==> src/rtl/riscv_fetch_pkg.sv <==
// Shared types and constants for the instruction-fetch slice.
package riscv_fetch_pkg;

  localparam logic [31:0] NOP_INST = 32'h0000_0013;  // addi x0,x0,0

  typedef struct packed {
    logic [31:0] pc;
    logic [31:0] inst;
  } fetch_entry_t;

  function automatic int cnt_width(input int depth);
    return $clog2(depth + 1);
  endfunction

endpackage

==> src/rtl/fetch_fifo.sv <==
// Small synchronous queue with push, pop and flush; the head entry is visible combinationally.
module fetch_fifo
  import riscv_fetch_pkg::*;
#(
  parameter int DEPTH = 2,
  parameter int WIDTH = 32,
  localparam int CW = cnt_width(DEPTH)
) (
  input  logic             clk,
  input  logic             reset,
  input  logic             push,
  input  logic [WIDTH-1:0] push_data,
  input  logic             pop,
  input  logic             flush,
  output logic [WIDTH-1:0] head,
  output logic [CW-1:0]    count
);

  localparam int PW = $clog2(DEPTH);

  logic [WIDTH-1:0] mem [DEPTH];
  logic [PW-1:0]    rd_ptr;
  logic [PW-1:0]    wr_ptr;
  logic             empty;
  logic             full;
  logic             do_push;
  logic             do_pop;

  function automatic logic [PW-1:0] ptr_next(input logic [PW-1:0] p);
    return (p == PW'(DEPTH - 1)) ? '0 : p + PW'(1);
  endfunction

  assign empty   = (count == '0);
  assign full    = (count == CW'(DEPTH));
  assign do_pop  = pop & ~empty;
  // A full queue may still take a push when the head leaves in the same cycle.
  assign do_push = push & (~full | do_pop);
  assign head    = mem[rd_ptr];

  always_ff @(posedge clk or negedge reset) begin
    if (!reset) begin
      rd_ptr <= '0;
      wr_ptr <= '0;
      count  <= '0;
    end else if (flush) begin
      rd_ptr <= '0;
      wr_ptr <= '0;
      count  <= '0;
    end else begin
      if (do_push) wr_ptr <= ptr_next(wr_ptr);
      if (do_pop)  rd_ptr <= ptr_next(rd_ptr);
      count <= count + CW'(do_push) - CW'(do_pop);
    end
  end

  always_ff @(posedge clk) begin
    if (do_push && !flush) mem[wr_ptr] <= push_data;
  end

  overflow_chk: assert property (@(posedge clk) disable iff (!reset)
    !(push && full && !pop && !flush))
    else $error("fetch_fifo overflow");

endmodule

==> src/rtl/if_fetch_stage.sv <==
// Instruction-fetch stage: owns the PC, issues credit-limited word fetches and
// buffers in-order responses for decode, dropping stale responses after a redirect.
module if_fetch_stage
  import riscv_fetch_pkg::*;
#(
  parameter logic [31:0] RESET_PC = 32'h0000_0000,
  parameter int          DEPTH    = 2
) (
  input  logic        clk,
  input  logic        reset,
  output logic        imem_req_valid,
  input  logic        imem_req_ready,
  output logic [31:0] imem_req_addr,
  input  logic        imem_rsp_valid,
  input  logic [31:0] imem_rsp_data,
  input  logic        redirect_valid,
  input  logic [31:0] redirect_pc,
  output logic        id_valid,
  input  logic        id_ready,
  output logic [31:0] id_inst,
  output logic [31:0] id_pc
);

  localparam int CW = cnt_width(DEPTH);

  logic [31:0]  pc;
  logic [CW-1:0] out_cnt;
  logic [CW-1:0] drop_cnt;
  logic [CW-1:0] cnt;
  logic [CW-1:0] tag_cnt;
  logic          run;
  logic          deq;
  logic          credit_ok;
  logic          req_hs;
  logic          rsp_keep;
  logic [CW:0]   inflight;
  logic [31:0]   tag_head;
  logic [63:0]   head_bits;
  fetch_entry_t  head_entry;
  fetch_entry_t  new_entry;

  assign deq       = id_valid & id_ready;
  assign inflight  = {1'b0, out_cnt} + {1'b0, cnt} - {{CW{1'b0}}, deq};
  assign credit_ok = inflight < (CW + 1)'(DEPTH);

  // run holds requests off until the first edge after reset release.
  assign imem_req_valid = run & credit_ok & ~redirect_valid;
  assign imem_req_addr  = pc;
  assign req_hs         = imem_req_valid & imem_req_ready;
  assign rsp_keep       = imem_rsp_valid & ~redirect_valid & (drop_cnt == '0);

  assign new_entry  = '{pc: tag_head, inst: imem_rsp_data};
  assign head_entry = fetch_entry_t'(head_bits);

  assign id_valid = (cnt != '0);
  assign id_inst  = id_valid ? head_entry.inst : NOP_INST;
  assign id_pc    = id_valid ? head_entry.pc   : 32'h0;

  fetch_fifo #(.DEPTH(DEPTH), .WIDTH(32)) u_tag_fifo (
    .clk       (clk),
    .reset     (reset),
    .push      (req_hs),
    .push_data (pc),
    .pop       (rsp_keep),
    .flush     (redirect_valid),
    .head      (tag_head),
    .count     (tag_cnt)
  );

  fetch_fifo #(.DEPTH(DEPTH), .WIDTH(64)) u_entry_fifo (
    .clk       (clk),
    .reset     (reset),
    .push      (rsp_keep),
    .push_data (new_entry),
    .pop       (deq),
    .flush     (redirect_valid),
    .head      (head_bits),
    .count     (cnt)
  );

  always_ff @(posedge clk or negedge reset) begin
    if (!reset) begin
      pc       <= RESET_PC & ~32'd3;
      out_cnt  <= '0;
      drop_cnt <= '0;
      run      <= 1'b0;
    end else begin
      run     <= 1'b1;
      out_cnt <= out_cnt + CW'(req_hs) - CW'(imem_rsp_valid);
      if (redirect_valid) begin
        pc       <= redirect_pc & ~32'd3;
        // Everything of the old stream still in flight must be discarded.
        drop_cnt <= out_cnt - CW'(imem_rsp_valid);
      end else begin
        if (req_hs) pc <= pc + 32'd4;
        if (imem_rsp_valid && drop_cnt != '0) drop_cnt <= drop_cnt - CW'(1);
      end
    end
  end

  // Each in-flight request either has a tag waiting or is scheduled for dropping.
  credit_chk: assert property (@(posedge clk) disable iff (!reset)
    (tag_cnt + drop_cnt) == out_cnt)
    else $error("if_fetch_stage tag/drop accounting broken");

endmodule

==> config.mk <==
export PLATFORM = sky130hd
export DESIGN_NAME = if_fetch_stage
export DESIGN_NICKNAME = d
export VERILOG_FILES = /design/src/rtl/riscv_fetch_pkg.sv /design/src/rtl/fetch_fifo.sv /design/src/rtl/if_fetch_stage.sv
export SDC_FILE = /design/constraint.sdc
export NUM_CORES = 1
export LEC_CHECK = 0
export ABC_AREA = 1
export BUFFER_PORTS_ARGS = -buffer_cell sky130_fd_sc_hd__buf_2
export CORE_MARGIN = 5
export CORE_UTILIZATION = 56
export CTS_BUF_LIST = sky130_fd_sc_hd__clkbuf_4 sky130_fd_sc_hd__clkbuf_8 sky130_fd_sc_hd__clkbuf_16
export DETAILED_ROUTE_END_ITERATION = 12
export PLACE_DENSITY_LB_ADDON = 0.1
export SLEW_MARGIN = 10
export SYNTH_ARGS = -nofsm -noshare
export SYNTH_HDL_FRONTEND = slang
export SYNTH_SLANG_ARGS = --single-unit
==> constraint.sdc <==
create_clock -name clk -period 5.7 [get_ports clk]
set_input_delay 0.855 -clock clk [delete_from_list [all_inputs] [get_ports clk]]
set_output_delay 0.855 -clock clk [all_outputs]
set_load 0.05 [all_outputs]
# Word level (Yosys, flattened, before mapping)

Memory sizes are Yosys's and may differ from the RTL's.
Cells that the tools add are included.

Reductions and logical operators: 15
Bitwise operators: 17
$add $sub $neg: 15
Eq/ne operators: 2
Multiplexer cells: 24
Magnitude comparators: 1

Operators with widths:

| operator                                                              | number |
|---|---|
| 32-bit 2-to-1 mux                                                     | 4 |
| 32-bit by 3-bit adder with 32-bit output (second input constant)      | 1 |
| 1-bit 2-to-1 mux                                                      | 16 |
| 2-bit nonzero test                                                    | 8 |
| 1-bit AND                                                             | 10 |
| 2-bit 2-to-1 mux                                                      | 4 |
| 2-bit by 1-bit subtractor with 2-bit output                           | 4 |
| 2-bit by 1-bit adder with 2-bit output                                | 3 |
| 2-bit zero test                                                       | 3 |
| 1-bit inverter                                                        | 5 |
| 1-bit adder (second input constant)                                   | 4 |
| 2-bit == test (second input constant)                                 | 2 |
| 2-bit by 2-bit adder with 3-bit output                                | 1 |
| 1-bit logical AND                                                     | 3 |
| 3-bit by 2-bit < comparator with 1-bit output (second input constant) | 1 |
| 3-bit by 1-bit subtractor with 3-bit output                           | 1 |
| 1-bit bitwise OR                                                      | 2 |
| 2-bit by 1-bit subtractor with 2-bit output (second input constant)   | 1 |
| 1-bit zero test                                                       | 1 |

Output and inout bits: 98
Memories kept: 2
Flip-flop bits (word level): 45
Bits in writable memories: 192
Word-level logic and storage cells: 86
Bits of input ports: 70

Memories:

| memory           | depth | bits a word | rd ports | clocked after Yosys merged registers in | wr ports | RTL line         | RTL |
|---|---|---|---|---|---|---|---|
| u_entry_fifo.mem | 2     | 64          | 1        | 0                                       | 1        | fetch_fifo.sv:21 | `logic [WIDTH-1:0] mem [DEPTH];` |
| u_tag_fifo.mem   | 2     | 32          | 1        | 0                                       | 1        | fetch_fifo.sv:21 |  |

# Depth between registers and ports, before layout

Depth after elaboration: 11
Mapped depth: 15
Mapped depth without buffers: 14

# Hierarchy

A second synthesis with hierarchy kept.

Cell total of the unflattened synthesis: 1,130
Area total of the unflattened synthesis: 10,771.6 um^2

Modules (own cells, without submodules):

| module                    | area each (um^2) | cells an instance | sequential area each (um^2) | times used |
|---|---|---|---|---|
| fetch_fifo (u_entry_fifo) | 4,933.5          | 371               | 3,943.8                     | 1 |
| if_fetch_stage            | 3,201.8          | 555               | 875.8                       | 1 |
| fetch_fifo (u_tag_fifo)   | 2,636.3          | 204               | 2,021.9                     | 1 |

# Least setup slack after synthesis

Ideal clock, no wire load.

Path type: input to register
Start point: in redirect_valid
End point: mem u_entry_fifo.mem[1][0], enable pin
Data arrival time: 3.880 ns
Required time: 5.217 ns
Stages: 6
Setup slack: 1.337 ns
Buffers on the path: 1
Library setup time: 0.483 ns
Cells stage by stage: buf_6 inv_4 nand3_1 inv_1 nand2_1 nor2_1

Longest elaborated chain between the ends: 7
Elaborated cells on any way between the ends: 8
Those cells by class: mux (2); bitwise (4); reduce/logical (2)

RTL lines:

| item                                     | RTL line             | RTL |
|---|---|---|
| start: declaration                       | if_fetch_stage.sv:16 | `input logic redirect_valid,` |
| 1-bit inverter                           | if_fetch_stage.sv:50 | `assign rsp_keep = imem_rsp_valid & ~redirect_valid & (drop_cnt == '0);` |
| 1-bit AND (2 in series)                  | if_fetch_stage.sv:50 |  |
| 1-bit AND                                | fetch_fifo.sv:37     | `assign do_push = push & (~full \| do_pop);` |
| 1-bit logical AND *                      | fetch_fifo.sv:57     | `if (do_push && !flush) mem[wr_ptr] <= push_data;` |
| 1-bit 2-to-1 mux *                       | fetch_fifo.sv:57     |  |
| 1-bit 2-to-1 mux (implied by the code) * | fetch_fifo.sv:57     |  |
| end: declaration                         | fetch_fifo.sv:21     |  |

Every way passes the cells marked *; elsewhere a longest branch is shown, timed or not.

# Worst setup path after layout

Start point: reg u_entry_fifo.count[1]
End point: mem u_tag_fifo.mem[0][17], enable pin

Longest elaborated chain between the ends: 11
Elaborated cells on any way between the ends: 12
Those cells by class: add/sub (2); order compare (1); mux (2); bitwise (5); reduce/logical (2)

RTL lines:

| item                                                                           | RTL line             | RTL |
|---|---|---|
| start: declaration                                                             | fetch_fifo.sv:16     | `output logic [CW-1:0] count` |
| start signal: assignment                                                       | fetch_fifo.sv:52     | `count <= count + CW'(do_push) - CW'(do_pop);` |
| branches (longest 2 deep; another with 2-bit by 2-bit adder with 3-bit output) | --                   |  |
| 3-bit by 1-bit subtractor with 3-bit output *                                  | if_fetch_stage.sv:43 | `assign inflight = {1'b0, out_cnt} + {1'b0, cnt} - {{CW{1'b0}}, deq};` |
| 3-bit by 2-bit < comparator with 1-bit output *                                | if_fetch_stage.sv:44 | `assign credit_ok = inflight < (CW + 1)'(DEPTH);` |
| 1-bit AND * (2 in series)                                                      | if_fetch_stage.sv:47 | `assign imem_req_valid = run & credit_ok & ~redirect_valid;` |
| 1-bit AND *                                                                    | if_fetch_stage.sv:49 | `assign req_hs = imem_req_valid & imem_req_ready;` |
| 1-bit AND *                                                                    | fetch_fifo.sv:37     |  |
| 1-bit logical AND *                                                            | fetch_fifo.sv:57     |  |
| 1-bit 2-to-1 mux *                                                             | fetch_fifo.sv:57     |  |
| 1-bit 2-to-1 mux (implied by the code) *                                       | fetch_fifo.sv:57     |  |
| end: declaration                                                               | fetch_fifo.sv:21     |  |

Mark *: on every way between the ends.

==> run summary <==
CLOCKING
-------------------------------------------------------------------------------------
Maximum buffer depth of the clock tree                                              3
CTS clk-pin slew, worst paths                                                 0.06 ns
Post-CTS Repair Setup Buffers                                                       0
CTS Root Cell                                                            sky130_fd_sc_hd__clkbuf_16
CTS tree                                                                         done
Clock latency on the worst-skew pair                                          0.51 ns
H-tree levels                                                                       1
Cts repair resizes                                                                  0
Sinks on the clock net                                                            227
TritonCTS buffer count                                                             23
CTS Hold Buffers Added                                                              0

SYNTH
-------------------------------------------------------------------------------------
Combined area of all synthesized cells                                      9864 um^2
Mux contribution to synthesized area                                               0%
Adder and majority gate portion of the synthesized area                        1.598%
Count of state elements after synthesis                                           227
Number of different library cells in the post-synthesis netlist                    29
Average cell area after synthesis                                          10.32 um^2
Simple-gate portion of the synthesized area                                    21.45%
Compound-Gate Fraction of Synth Area                                           4.262%
Synthesized instance count                                                        956
Fraction of the yosys area taken by sequential cells                           66.92%
Xor/xnor cell area share of the yosys netlist                                  1.154%
Number of warnings reported in the yosys synthesis log                              0
Largest family of logic cells by synthesized area                        simple AND/OR/NAND/NOR gates

STATUS
-------------------------------------------------------------------------------------
Status                                                                   finished clean

GLOBAL ROUTE
-------------------------------------------------------------------------------------
First-pass GRT wire length                                                  33,090 um
Gr ovfl total                                                                       0
Overall Global Routing Usage                                                   20.19%
Vias in the first global route                                                  6,644
Initial antenna violation count                                                     0
Largest net degree at the start of global routing                                  65

FINAL LAYOUT
-------------------------------------------------------------------------------------
Core occupancy in the finished layout                                          67.06%
Final net count                                                                 1,192
Antenna Cells                                                                       0
Relative area change from synthesis to final layout                            17.59%
FF/Latch Area                                                               6603 um^2
Layout filler cell count                                                        1,348
Final standard cell count with taps included and fillers excluded               1,352
Ratio of cells with drive above 1 in the final layout                          20.85%
Area of the multi-input gates                                               2851 um^2

SETUP PATH
-------------------------------------------------------------------------------------
Worst R2R Start                                                          u_entry_fifo.count[1]
Critical Path Start                                                      u_entry_fifo.count[1]
Endpoint arrival time on the critical path                                    3.76 ns
Kind of start point of the critical path                                         flop
Critical path endpoint                                                   u_tag_fifo.mem[0][17]
Crit Path Category                                                       flop to flop
Crit path capture type                                                           flop
Largest fanout on the critical path                                                30
Worst Reg2Reg Path Length in Cells                                                 14
Crit path required time                                                       5.85 ns
Cell with the most instances on the worst path                           sky130_fd_sc_hd__inv_1
Endpoint of the worst-slack reg-to-reg timing path                       u_tag_fifo.mem[0][17]
Largest stage delay on the critical path                                      0.54 ns
Internal reg-to-reg setup slack                                               2.08 ns
Crit-path cells                                                          nor2_4 -> nor2_1 -> ha_1 -> inv_1 -> nand2_1 -> fa_1 -> xor2_1 -> nand3b_4 -> inv_2 -> nand2_4 -> clkinv_2 -> nand2_2 -> inv_1 -> buf_4
Slowest-stage cell, CP                                                   sky130_fd_sc_hd__inv_2

TIMING
-------------------------------------------------------------------------------------
Ratio of final minimum period to clock period                                  63.43%
Actual slew at the worst max-slew pin                                        1.104 ns
Tightest slew margin relative to the limit                                     26.27%
Minimum clock period                                                         3.615 ns
Skew final                                                                 0.01937 ns
Smallest setup slack after layout                                            2.085 ns
Count of endpoints failing setup in the final report                                0
Endpoints failing hold                                                              0
Setup repair after global routing missed its margin                                no
Upper clock frequency limit                                                0.2766 GHz
Summed negative setup slack over all endpoints                                   0 ns
Pins over their slew limit                                                          0

PLACED DESIGN
-------------------------------------------------------------------------------------
Gp weighted congestion                                                         0.8272
Port Buffer Count                                                                 161
Place WS                                                                     1.567 ns
Detailed-placement wirelength estimate                                      13,070 um
Placed cells                                                                    1,310

ROUTE
-------------------------------------------------------------------------------------
DRC violation count after routing                                                   0
First-pass detailed-route iteration total                                           4
Total vias in the final route                                                   6,859
Post-DR wirelength/cell                                                      15.20 um
Post-DR vias/cell                                                               5.073
Count of routing violations after the opening detailed-route iteration            435
Sum of routed wire length over all layers                                   20,550 um
Routed Antenna Nets                                                                 0

DIE
-------------------------------------------------------------------------------------
Std-Cell Core Area                                                        17,300 um^2
Number of top-level pins                                                          168
Die ar.                                                                   20,370 um^2
Vertical extent of the die                                                   142.7 um
Width of the die                                                             142.7 um
Effective utilization at floorplan                                             57.03%
FP Rows                                                                            48

PWR
-------------------------------------------------------------------------------------
Leakage Power                                                                4.992 nW
Power density cells                                                      486.8 nW/um^2
IR drop worst, VDD                                                          0.3159 mV

HOLD PATH
-------------------------------------------------------------------------------------
Hold WC Path Type                                                        input pin to async pin

RUN
-------------------------------------------------------------------------------------
Maximum capacitance violations                                                      0

-- layout by cell type (no fill, tap or decap), types with 2 or more instances in the layout --
cell	n
sky130_fd_sc_hd__nand2_1	371
sky130_fd_sc_hd__edfxtp_1	184
sky130_fd_sc_hd__buf_2	161
sky130_fd_sc_hd__nand3_1	81
sky130_fd_sc_hd__a21oi_1	64
sky130_fd_sc_hd__inv_1	59
sky130_fd_sc_hd__nor2_1	42
sky130_fd_sc_hd__dfrtp_1	42
sky130_fd_sc_hd__clkbuf_16	23
sky130_fd_sc_hd__ha_1	11
sky130_fd_sc_hd__xnor2_1	8
sky130_fd_sc_hd__o21ai_0	8
sky130_fd_sc_hd__o21bai_1	8
sky130_fd_sc_hd__nor2_4	7
sky130_fd_sc_hd__buf_4	7
sky130_fd_sc_hd__clkinv_2	6
sky130_fd_sc_hd__xor2_1	5
sky130_fd_sc_hd__conb_1	5
sky130_fd_sc_hd__clkbuf_8	5
sky130_fd_sc_hd__inv_2	4
sky130_fd_sc_hd__nor2_2	4
sky130_fd_sc_hd__nand2_2	4
sky130_fd_sc_hd__clkbuf_4	4
sky130_fd_sc_hd__and2_1	2
sky130_fd_sc_hd__or2_2	2
-- sequential cells by signal, indices dropped and copies added, names as in the netlist, 2 cells and up --
register and count:
imem_req_addr 30, u_tag_fifo.mem 60, u_entry_fifo.count 2, out_cnt 2, u_tag_fifo.count 2, drop_cnt 2, u_entry_fifo.mem 124
-- metal layers --
layer / global-route usage [%] / vias up / part of all wire, % / wire length [um]
met4: 5.553 / 0 / 1.7 / 359
met1: 27.92 / 3179 / 43 / 8821
met2: 33.61 / 194 / 48 / 9857
li1: - / 3458 / - / -
met3: 3.215 / 28 / 7.4 / 1513
met5: 0 / - / 0 / 0
-- cell type report --
type,count,area share [%]
sequential,227,56.92
multi-input combinational,625,24.58
timing repair buffer,168,7.399
clock buffer,32,5.814
tap,225,2.427
inverter,65,2.136
clock inverter,10,0.7227
-- stage by stage --
step	hold WS [ns]	total power, mW	instance area, um^2
floorplan	0.4711	3.719	9876
global placement	0.4874	4.194	10840
detailed placement	0.4974	4.223	10840
CTS	0.5134	5.694	11600
global route	0.5149	5.937	11600
finish	0.5062	5.646	11600
-- synth_stat cells (all sizes together) --
cell type	number	share of area, %
a21oi	64	3.2
xnor2	8	0.71
dfrtp	43	11
o21ai	8	0.41
ha	11	1.4
or2	2	0.13
fa	1	0.20
and2	2	0.13
clkbuf	27	1.0
nand3	81	4.1
xor2	5	0.44
nand3b	1	0.20
nor2	53	2.4
conb	2	0.076
edfxtp	184	56
nand2	376	14
clkinv	1	0.051
buf	15	1.0
inv	64	2.5
o21bai	8	0.61
-- worst min-delay path by stage --
| stage | end | slack (ns) | start |
|---|---|---|---|
| floorplan | u_tag_fifo.wr_ptr | 0.47 | u_tag_fifo.wr_ptr |
| global placement | u_tag_fifo.wr_ptr | 0.49 | u_tag_fifo.wr_ptr |
| detailed placement | u_tag_fifo.wr_ptr | 0.50 | u_tag_fifo.wr_ptr |
| CTS | u_tag_fifo.wr_ptr | 0.51 | u_tag_fifo.wr_ptr |
| global route | u_entry_fifo.mem[1][24] | 0.51 | imem_rsp_data[24] |
| finish | run | 0.51 | reset |
-- worst max-delay path, delay by kind of cell, from the launching register on --
family        cells  cell delay (ns)
xor+xnor          1             0.24
simple gates      6             0.77
fa+ha+maj         2             0.68
buf+inv           5             1.10
flops             1             0.43
-- power breakdown --
part / leakage, nW / switching [mW] / internal (mW)
logic: 2.41 / 1.53 / 0.442
registers: 2.20 / 0.171 / 2.03
clock network: 0.382 / 0.595 / 0.874
total: 4.99 / 2.30 / 3.35
-- cell families after synthesis --
kind of cell | count (synthesis)
compound gates | 80
other cells | 2
buf+inv | 107
flops | 227
fa+ha+maj | 12
xor+xnor | 13
simple gates | 515
No activity file was read; power rests on OpenSTA's default activity.
